## config.mk

```make
export PLATFORM = sky130hd
export DESIGN_NAME = px_pattern_check
export DESIGN_NICKNAME = d
export VERILOG_FILES = /design/src/rtl/px_pattern_check_pkg.sv /design/src/rtl/px_pattern_check.sv
export SDC_FILE = /design/constraint.sdc
export NUM_CORES = 1
export LEC_CHECK = 0
export BUFFER_PORTS_ARGS = -buffer_cell sky130_fd_sc_hd__buf_2
export CAP_MARGIN = 15
export CORE_UTILIZATION = 62
export CTS_CLUSTER_DIAMETER = 30
export DETAILED_ROUTE_END_ITERATION = 8
export PLACE_DENSITY = 0.85
export SETUP_SLACK_MARGIN = 0.2
export SYNTH_ARGS = -nofsm -noshare
export SYNTH_HDL_FRONTEND = slang
export SYNTH_SLANG_ARGS = --single-unit
```

## constraint.sdc

```tcl
create_clock -name px_clk -period 5.7 [get_ports px_clk]
set_input_delay 0.285 -clock px_clk [delete_from_list [all_inputs] [get_ports px_clk]]
set_output_delay 0.285 -clock px_clk [all_outputs]
set_load 0.01 [all_outputs]
```

## src/rtl/px_pattern_check_pkg.sv

```systemverilog
// Shared sensor definitions used by the pixel pattern checker:
// FSM encoding, default pixel width and the saturating counter helper.
package px_pattern_check_pkg;

  localparam int PX_DATA_WIDTH = 12;
  localparam int CNT_WIDTH     = 16;

  typedef enum logic [1:0] {
    ST_IDLE      = 2'd0,
    ST_WAIT_LINE = 2'd1,
    ST_CHECK     = 2'd2,
    ST_UPDATE    = 2'd3
  } Fsm_e;

  function automatic logic [CNT_WIDTH-1:0] satInc(input logic [CNT_WIDTH-1:0] value);
    return (value == {CNT_WIDTH{1'b1}}) ? value : value + 16'd1;
  endfunction

endpackage

```

## src/rtl/px_pattern_check.sv

```systemverilog
// Training-pattern checker: measures the longest run of matching pixels per line
// and reports a registered lock verdict one cycle after each line ends.
module px_pattern_check
  import px_pattern_check_pkg::*;
#(
  parameter int    DATA_WIDTH = PX_DATA_WIDTH,
  parameter string DEBUG      = "FALSE"
) (
  input  logic                  px_clk,
  input  logic                  px_reset_n,
  input  logic                  en,
  input  logic                  cfg_change,
  input  logic                  line_start,
  input  logic                  px_valid,
  input  logic [DATA_WIDTH-1:0] px_data,
  input  logic [DATA_WIDTH-1:0] TRAIN_PATTERN,
  input  logic [15:0]           FRAME_WIDTH,
  input  logic [15:0]           CHECK_PATTERN_NUM,
  output logic                  pattern_locked,
  output logic                  line_checked,
  output logic [15:0]           max_run_out,
  output Fsm_e                  dbg_state_o,
  output logic [15:0]           dbg_pix_cnt_o,
  output logic [15:0]           dbg_cur_run_o,
  output logic [15:0]           dbg_max_run_o,
  output logic                  dbg_full_line_o
);

  localparam bit DebugEn = (DEBUG == "TRUE");

  typedef logic [CNT_WIDTH-1:0] cnt_t;

  logic [1:0]            rstSync_q;
  logic                  rstSync_n;

  Fsm_e                  state_q;
  cnt_t                  pixCnt_q;
  cnt_t                  curRun_q;
  cnt_t                  maxRun_q;
  cnt_t                  frameWidth_q;
  cnt_t                  checkNum_q;
  logic [DATA_WIDTH-1:0] train_q;
  logic                  fullLine_q;
  logic                  locked_q;
  logic                  checked_q;
  cnt_t                  maxRunOut_q;

  logic                  startMatch;
  logic                  startDone;
  logic                  startLock;
  logic                  beginLine;
  logic                  lineDone;
  cnt_t                  startRun;
  cnt_t                  pixCnt_d;
  cnt_t                  curRun_d;
  cnt_t                  maxRun_d;

  // Reset asserts immediately but releases only on a clock edge, two flops deep.
  always_ff @(posedge px_clk or negedge px_reset_n) begin
    if (!px_reset_n) begin
      rstSync_q <= 2'b00;
    end else begin
      rstSync_q <= {rstSync_q[0], 1'b1};
    end
  end

  assign rstSync_n = rstSync_q[1];

  // The start-of-line values use the live configuration, since it is being captured on that pixel.
  always_comb begin
    startMatch = (px_data == TRAIN_PATTERN);
    startRun   = startMatch ? cnt_t'(1) : '0;
    startDone  = (FRAME_WIDTH == cnt_t'(1));
    startLock  = (startRun >= CHECK_PATTERN_NUM);
    pixCnt_d   = satInc(pixCnt_q);
    curRun_d   = (px_data == train_q) ? satInc(curRun_q) : '0;
    maxRun_d   = (curRun_d > maxRun_q) ? curRun_d : maxRun_q;
    lineDone   = (pixCnt_d == frameWidth_q);
    beginLine  = px_valid && line_start && en && !cfg_change && (state_q != ST_IDLE);
  end

  always_ff @(posedge px_clk or negedge rstSync_n) begin
    if (!rstSync_n) begin
      state_q      <= ST_IDLE;
      pixCnt_q     <= '0;
      curRun_q     <= '0;
      maxRun_q     <= '0;
      frameWidth_q <= '0;
      checkNum_q   <= '0;
      train_q      <= '0;
      fullLine_q   <= 1'b0;
      locked_q     <= 1'b0;
      checked_q    <= 1'b0;
      maxRunOut_q  <= '0;
    end else begin
      checked_q <= 1'b0;
      if ((state_q != ST_IDLE) && !en) begin
        state_q     <= ST_IDLE;
        locked_q    <= 1'b0;
        maxRunOut_q <= '0;
        pixCnt_q    <= '0;
        curRun_q    <= '0;
        maxRun_q    <= '0;
        fullLine_q  <= 1'b0;
      end else if ((state_q != ST_IDLE) && cfg_change) begin
        state_q    <= ST_WAIT_LINE;
        locked_q   <= 1'b0;
        pixCnt_q   <= '0;
        curRun_q   <= '0;
        maxRun_q   <= '0;
        fullLine_q <= 1'b0;
      end else begin
        case (state_q)
          ST_IDLE: begin
            locked_q    <= 1'b0;
            maxRunOut_q <= '0;
            pixCnt_q    <= '0;
            curRun_q    <= '0;
            maxRun_q    <= '0;
            if (en && (FRAME_WIDTH != '0)) begin
              state_q <= ST_WAIT_LINE;
            end
          end
          ST_WAIT_LINE: begin
          end
          ST_CHECK: begin
            if (px_valid && line_start) begin
              locked_q    <= 1'b0;
              checked_q   <= 1'b1;
              maxRunOut_q <= maxRun_q;
              fullLine_q  <= 1'b0;
            end else if (px_valid) begin
              pixCnt_q <= pixCnt_d;
              curRun_q <= curRun_d;
              maxRun_q <= maxRun_d;
              if (lineDone) begin
                locked_q    <= (maxRun_d >= checkNum_q);
                checked_q   <= 1'b1;
                maxRunOut_q <= maxRun_d;
                fullLine_q  <= 1'b1;
                state_q     <= ST_UPDATE;
              end
            end
          end
          ST_UPDATE: begin
            pixCnt_q <= '0;
            curRun_q <= '0;
            maxRun_q <= '0;
            state_q  <= ST_WAIT_LINE;
          end
          default: begin
            state_q <= ST_IDLE;
          end
        endcase

        // A new line (also the one that cuts a short line) overrides whatever the state chose.
        if (beginLine) begin
          frameWidth_q <= FRAME_WIDTH;
          checkNum_q   <= CHECK_PATTERN_NUM;
          train_q      <= TRAIN_PATTERN;
          pixCnt_q     <= cnt_t'(1);
          curRun_q     <= startRun;
          maxRun_q     <= startRun;
          if (startDone) begin
            locked_q    <= startLock;
            checked_q   <= 1'b1;
            maxRunOut_q <= startRun;
            fullLine_q  <= 1'b1;
            state_q     <= ST_UPDATE;
          end else begin
            fullLine_q <= 1'b0;
            state_q    <= ST_CHECK;
          end
        end
      end
    end
  end

  assign pattern_locked  = locked_q;
  assign line_checked    = checked_q;
  assign max_run_out     = maxRunOut_q;

  assign dbg_state_o     = DebugEn ? state_q : ST_IDLE;
  assign dbg_pix_cnt_o   = DebugEn ? pixCnt_q : '0;
  assign dbg_cur_run_o   = DebugEn ? curRun_q : '0;
  assign dbg_max_run_o   = DebugEn ? maxRun_q : '0;
  assign dbg_full_line_o = DebugEn ? fullLine_q : 1'b0;

endmodule
```

==> impl_metrics.env, run 1 <==
export IMPL_antenna_found_initial=0
export IMPL_dr_pass1_iters=5
export IMPL_drv_slew=0
export IMPL_status="complete, no violations"
export IMPL_path_max_fanout=13
export IMPL_hpwl_mm=13.3
export IMPL_routedWlPerCell_um=17.3
export IMPL_clkTransAtPathRegs_ns=0.06
export IMPL_clockBufferDepth=2
export IMPL_synth_top_area_share_pct=36.5
export IMPL_synth_seq_cells=114
export IMPL_endpoint_kind="flop"
export IMPL_fmax_ghz=0.198
export IMPL_root_buffer="clkbuf_16"
export IMPL_drtIter0Drc=622
export IMPL_synth_cell_area_um2=7820
export IMPL_die_y_um=114
export IMPL_clk_latency_ns=0.42
export IMPL_syn_to_final_growth_pct=10.8
export IMPL_tritoncts="yes"
export IMPL_grt_pass1_vias=6398
export IMPL_critPathLaunchType="flop"
export IMPL_synthTopCellsByArea="dfrtp_1, nand2_1, ha_1"
export IMPL_start_util_pct=64.3
export IMPL_ys_types=68
export IMPL_routabilityCongestion=0.904
export IMPL_wl_mm=19.2
export IMPL_fin_worst_skew_ns=0.00839
export IMPL_htreeDepth=4
export IMPL_grt_overflow_total=0
export IMPL_numCtsBuffers=17
export IMPL_placeableCoreArea_um2=12200
export IMPL_ys_seq_area_share_pct=36.5
export IMPL_cp_arrival_ns=5.34
export IMPL_dieArea_um2=13100
export IMPL_synth_top_cell_by_area="dfrtp_1"
export IMPL_synth_avg_cell_area_um2=8.95
export IMPL_hold_ws_ns=0.0654
export IMPL_synth_top_cells_by_count="nand2_1, dfrtp_1, o21ai_0"
export IMPL_gr_usage_all_layers_pct=31.5
export IMPL_cts_num_sinks=114
export IMPL_rows=40
export IMPL_syn_inst=874
export IMPL_crit_type="reg -> reg"
export IMPL_worstHoldPathType="in -> reg"
export IMPL_finalNetCount=1032
export IMPL_cts_resized=0
export IMPL_io_buffers=79
export IMPL_hold_viol=0
export IMPL_finalNonFillerCells=1113
export IMPL_required_ns=5.98
export IMPL_power_uw=3050
export IMPL_drive_above_1_share_pct=17.4
export IMPL_drtAntennaViolNets=0
export IMPL_cts_hold_buf=1
export IMPL_via_per_inst=6.18
export IMPL_io_pins=131
export IMPL_synth_most_common_cell="nand2_1"
export IMPL_setup_tns_ns=0
export IMPL_post_cts_setup_buffers=0
export IMPL_rsz0062_at_grt="false"
export IMPL_async_flop_share_pct=100
export IMPL_p_leak_uw=0.00411
export IMPL_grt_max_degree=65
export IMPL_maxCapViolCount=0
export IMPL_ys_flop_type="dfrtp_1"
export IMPL_drc=0
export IMPL_grt_pass1_wl_mm=31.9
export IMPL_n_antenna_cell=0
export IMPL_slew_headroom_pct=21.3
export IMPL_yosysWarnings=0
export IMPL_vias=6882
export IMPL_pre_cts_ws_ns=0.735
export IMPL_finalSetupViolations=0
export IMPL_peakVddDrop_uv=297
export IMPL_fin_ws_ns=0.641
export IMPL_period_minus_slack_ns=5.06
export IMPL_die_x_um=114
export IMPL_tightest_slew_ns=1.17
export IMPL_synth_edf_count=0
export IMPL_dp_cells=1079
export IMPL_powerDensity_nw_per_um2=352
export IMPL_fin_crit_sh_pct=88.8
-- where the power goes --
part / internal (µW) / switching, µW / total, µW
Clock: 608 / 390 / 998
Combinational: 341 / 600 / 940
Sequential: 972 / 137 / 1110
Total: 1920 / 1130 / 3050
-- cell usage in the layout (no fill, tap or decap), drive strengths merged, types with 20 or more instances in the layout --
| cell | instances |
|---|---|
| a21oi | 20 |
| a22o | 34 |
| buf | 88 |
| conb | 52 |
| dfrtp | 114 |
| ha | 38 |
| inv | 45 |
| nand2 | 131 |
| nand3 | 29 |
| nand4 | 23 |
| nor2 | 45 |
| nor4 | 37 |
| o21ai | 57 |
| xor2 | 36 |
-- critical path, cell delays in order (launching register included) --
cell       delay [ns]
dfrtp_1          0.43
and4_1           0.29
and4_1           0.24
nand3_1          0.36
nand4_1          0.25
xor2_1           0.16
nor2_1           0.09
ha_1             0.32
and4_1           0.20
o21ai_0          0.08
o2111ai_1        0.11
a31oi_1          0.10
a32oi_1          0.24
buf_4            0.25
mux2i_1          0.34
ha_1             0.29
nand2b_1         0.14
a21o_1           0.17
a21o_1           0.17
a21oi_1          0.13
o21ai_0          0.11
a21o_1           0.19
mux2i_1          0.13
o221ai_1         0.12
-- metrics by stage --
step / util [%] / instance area, µm²
floorplan: - / 8010
global route: 71.2 / 8660
CTS: 71.0 / 8640
detailed placement: 66.4 / 8080
finish: 71.2 / 8660
global placement: 66.4 / 8080
-- per-layer routing --
layer  vias to the layer above  global-route usage, %  part of all wire, %
li1                       3177                      -                    -
met1                      3352                   43.6                   44
met2                       325                   48.4                   47
met3                        28                   7.36                  7.7
met4                         0                   11.8                  1.6
met5                         -                      0                    0
-- registers in the layout, summed over array words and instances (netlist names) --
signal,count
state_q,2
max_run_out,16
line_checked,1
train_q,12
rstSync_q,2
checkNum_q,16
maxRun_q,16
pixCnt_q,16
frameWidth_q,16
curRun_q,16
pattern_locked,1
-- area by class of cell --
cell class / instances / area [µm²]
Timing Repair Buffer: 89 / 485
Clock inverter: 13 / 113
Tap cell: 168 / 210
Clock buffer: 19 / 443
Sequential cell: 114 / 2860
Inverter: 44 / 165
Multi-Input combinational cell: 666 / 4390
Fill cell: 878 / 3500
-- logic make-up (layout without fill, tap and decap cells) --
group	Yosys count	after routing	synth area share, %
other cells	2	52	0.0960
buf+inv	144	165	10.1
fa+ha+maj	38	38	6.08
flops	114	114	36.5
mux	19	19	2.61
xor+xnor	48	48	5.38
compound gates	191	191	17.9
simple gates	318	318	21.4
-- worst paths after layout --
kind | cells past startpoint | slack, ns | end | startpoint
max | 23 | 0.64 | pattern_locked | curRun_q[3]
min | 3 | 0.07 | frameWidth_q[9] | FRAME_WIDTH[9]
max reg2reg | 23 | 0.64 | pattern_locked | curRun_q[3]
min reg2reg | 0 | 0.36 | rstSync_q[1] | rstSync_q[0]
max in group asynchronous | 1 | 4.13 | curRun_q[5] | rstSync_q[1]
min in group asynchronous | 2 | 0.18 | rstSync_q[1] | px_reset_n
Note: power is estimated with default switching activity, not from simulation.
==> run 2, diff against run 1 <==
- CORE_MARGIN: not set -> 5
==> run 2 against run 1 <==
  * Critical path depth stayed put
  * Worst setup slack better by 0.044 ns
  * Critical path type unchanged
  * Fmax is 0.89% higher
  * Design area is 0.90% higher
  * Cell count is 0.27% higher
  * Largest cell class unchanged
  * Core utilization is 1.4 points lower
  * Non-clock buffer count is 1 higher
==> impl_metrics.env, run 2 (synthesized netlist as in run 1, its figures left out) <==
export IMPL_placeableCoreArea_um2=12500
export IMPL_drtIter0Drc=573
export IMPL_worst_path_buf_inv=1
export IMPL_root_buffer="clkbuf_16"
export IMPL_dr_pass1_iters=5
export IMPL_endpoint_kind="flop"
export IMPL_path_cells="and4_1, and4_1, nand3_1, nand4_1, xor2_1, nor2_1, ha_1, and4_1, o21ai_0, o2111ai_1, a31oi_1, a32oi_1, buf_4, mux2i_1, ha_1, nand2b_1, a21o_1, a21o_1, a21oi_1, o21ai_0, a21o_1, mux2i_1, o221ai_1"
export IMPL_p_leak_uw=0.00414
export IMPL_fin_area_um2=8740
export IMPL_die_y_um=122
export IMPL_crit_type="reg -> reg"
export IMPL_finalSetupViolations=0
export IMPL_slew_headroom_pct=20.8
export IMPL_io_buffers=79
export IMPL_reg2reg_from="curRun_q[3]"
export IMPL_tritoncts="yes"
export IMPL_clkTransAtPathRegs_ns=0.05
export IMPL_place_area_um2=8080
export IMPL_grt_max_degree=74
export IMPL_grt_overflow_total=0
export IMPL_path_max_fanout=12
export IMPL_io_pins=131
export IMPL_setup_tns_ns=0
export IMPL_clk_latency_ns=0.42
export IMPL_period_minus_slack_ns=5.01
export IMPL_rsz0062_at_grt="false"
export IMPL_maxCapViolCount=0
export IMPL_drv_slew=0
export IMPL_status="complete, no violations"
export IMPL_required_ns=5.98
export IMPL_cp_arrival_ns=5.30
export IMPL_gr_usage_all_layers_pct=27.4
export IMPL_die_x_um=122
export IMPL_peakVddDrop_uv=250
export IMPL_routedWlPerCell_um=18.0
export IMPL_ff_latch_area_um2=2860
export IMPL_worstRegToRegCells=23
export IMPL_numCtsBuffers=17
export IMPL_htreeDepth=4
export IMPL_wl_mm=20.1
export IMPL_worstSetupStartpoint="curRun_q[3]"
export IMPL_antenna_found_initial=0
export IMPL_drtAntennaViolNets=0
export IMPL_routabilityCongestion=0.934
export IMPL_cts_num_sinks=114
export IMPL_worst_path_max_delay_cell="dfrtp_1"
export IMPL_clockBufferDepth=2
export IMPL_grt_pass1_wl_mm=32.5
export IMPL_syn_to_final_growth_pct=11.7
export IMPL_worstHoldPathType="in -> reg"
export IMPL_crit_cells=23
export IMPL_fmax_ghz=0.199
export IMPL_drive_above_1_share_pct=17.4
export IMPL_n_antenna_cell=0
export IMPL_multi_input_area_um2=4390
export IMPL_dp_cells=1083
export IMPL_layout_commonest_cell="nand2_1"
export IMPL_crit_path_end="pattern_locked"
export IMPL_via_per_inst=6.21
export IMPL_critPathLaunchType="flop"
export IMPL_start_util_pct=62.5
export IMPL_dieArea_um2=15000
export IMPL_vias=6932
export IMPL_finalNetCount=1033
export IMPL_n_fill_cell=947
export IMPL_crit_family="simple AND/OR/NAND/NOR gates"
export IMPL_fin_worst_skew_ns=0.00683
export IMPL_r2r_end="pattern_locked"
export IMPL_grt_pass1_vias=6530
export IMPL_powerDensity_nw_per_um2=366
export IMPL_fin_util_pct=69.8
export IMPL_tightest_slew_ns=1.19
export IMPL_rows=41
export IMPL_max_stage_delay_ns=0.43
export IMPL_layout_common_cells="nand2_1, dfrtp_1, buf_2, o21ai_0, conb_1"
export IMPL_fin_crit_sh_pct=88.0
export IMPL_regToRegSetupSlack_ns=0.69
export IMPL_finalNonFillerCells=1116
export IMPL_hold_viol=0
export IMPL_hpwl_mm=13.9
export IMPL_drc=0
-- run 2: worst min-delay path by stage --
stage,slack (ns),cells past startpoint,startpoint,end
finish,0.07,3,FRAME_WIDTH[8],frameWidth_q[8]
detailed placement,0.07,1,px_reset_n,rstSync_q[0]
floorplan,-0.01,0,px_reset_n,rstSync_q[0]
global route,0.08,3,FRAME_WIDTH[9],frameWidth_q[9]
global placement,0.07,1,px_reset_n,rstSync_q[0]
CTS,0.06,3,FRAME_WIDTH[8],frameWidth_q[8]
-- run 2: through the flow --
| step | power, µW | hold slack [ns] | setup WS, ns |
|---|---|---|---|
| 2_1_floorplan | 1790 | -0.0106 | 1.27 |
| 3_3_place_gp | 1990 | 0.0713 | 0.811 |
| 3_5_place_dp | 2020 | 0.0734 | 0.653 |
| 4_1_cts | 3160 | 0.0602 | 0.660 |
| 5_1_grt | 3360 | 0.0760 | 0.322 |
| 6_report | 3200 | 0.0729 | 0.685 |
-- run 2: area by class of cell --
cell class	count	share of cell area (%)
Clock buffer	20	5.23
Clock inverter	10	1.82
Inverter	44	1.89
Multi-Input combinational cell	666	50.3
Sequential cell	114	32.7
Tap cell	172	2.46
Timing Repair Buffer	90	5.64
-- run 2: timing repair --
action,4_1_cts,5_1_grt
setup buffers,0,0
hold endpoints to repair,2,0
endpoints found under the setup margin,0,1
hold buffers,1,0
resized for setup,0,1
-- run 2: worst register-to-register path, delay by kind of cell (launching register included) --
family | cells | cell delay, ns
XOR/XNOR | 1 | 0.15
multiplexers | 2 | 0.47
buffers and inverters | 1 | 0.19
AND/OR/NAND/NOR | 7 | 1.61
flip-flops | 1 | 0.43
AO/OA/AOI/OAI | 10 | 1.40
adder cells (fa/ha/maj) | 2 | 0.64
-- run 2: power breakdown --
part	internal (µW)	leakage, µW	switching [µW]	total (µW)
combinational	349	0.00233	625	973
sequential	972	0.00151	137	1110
clock	746	0.000298	372	1120
-- run 2: routing by layer --
metal  track usage [%]  vias to the layer above  share of wire [%]
li1                  -                     3182                  -
met3              6.96                       46                 10
met4              10.6                        0                2.2
met2              41.7                      388                 46
met5                 0                        -                  0
met1              37.7                     3316                 42
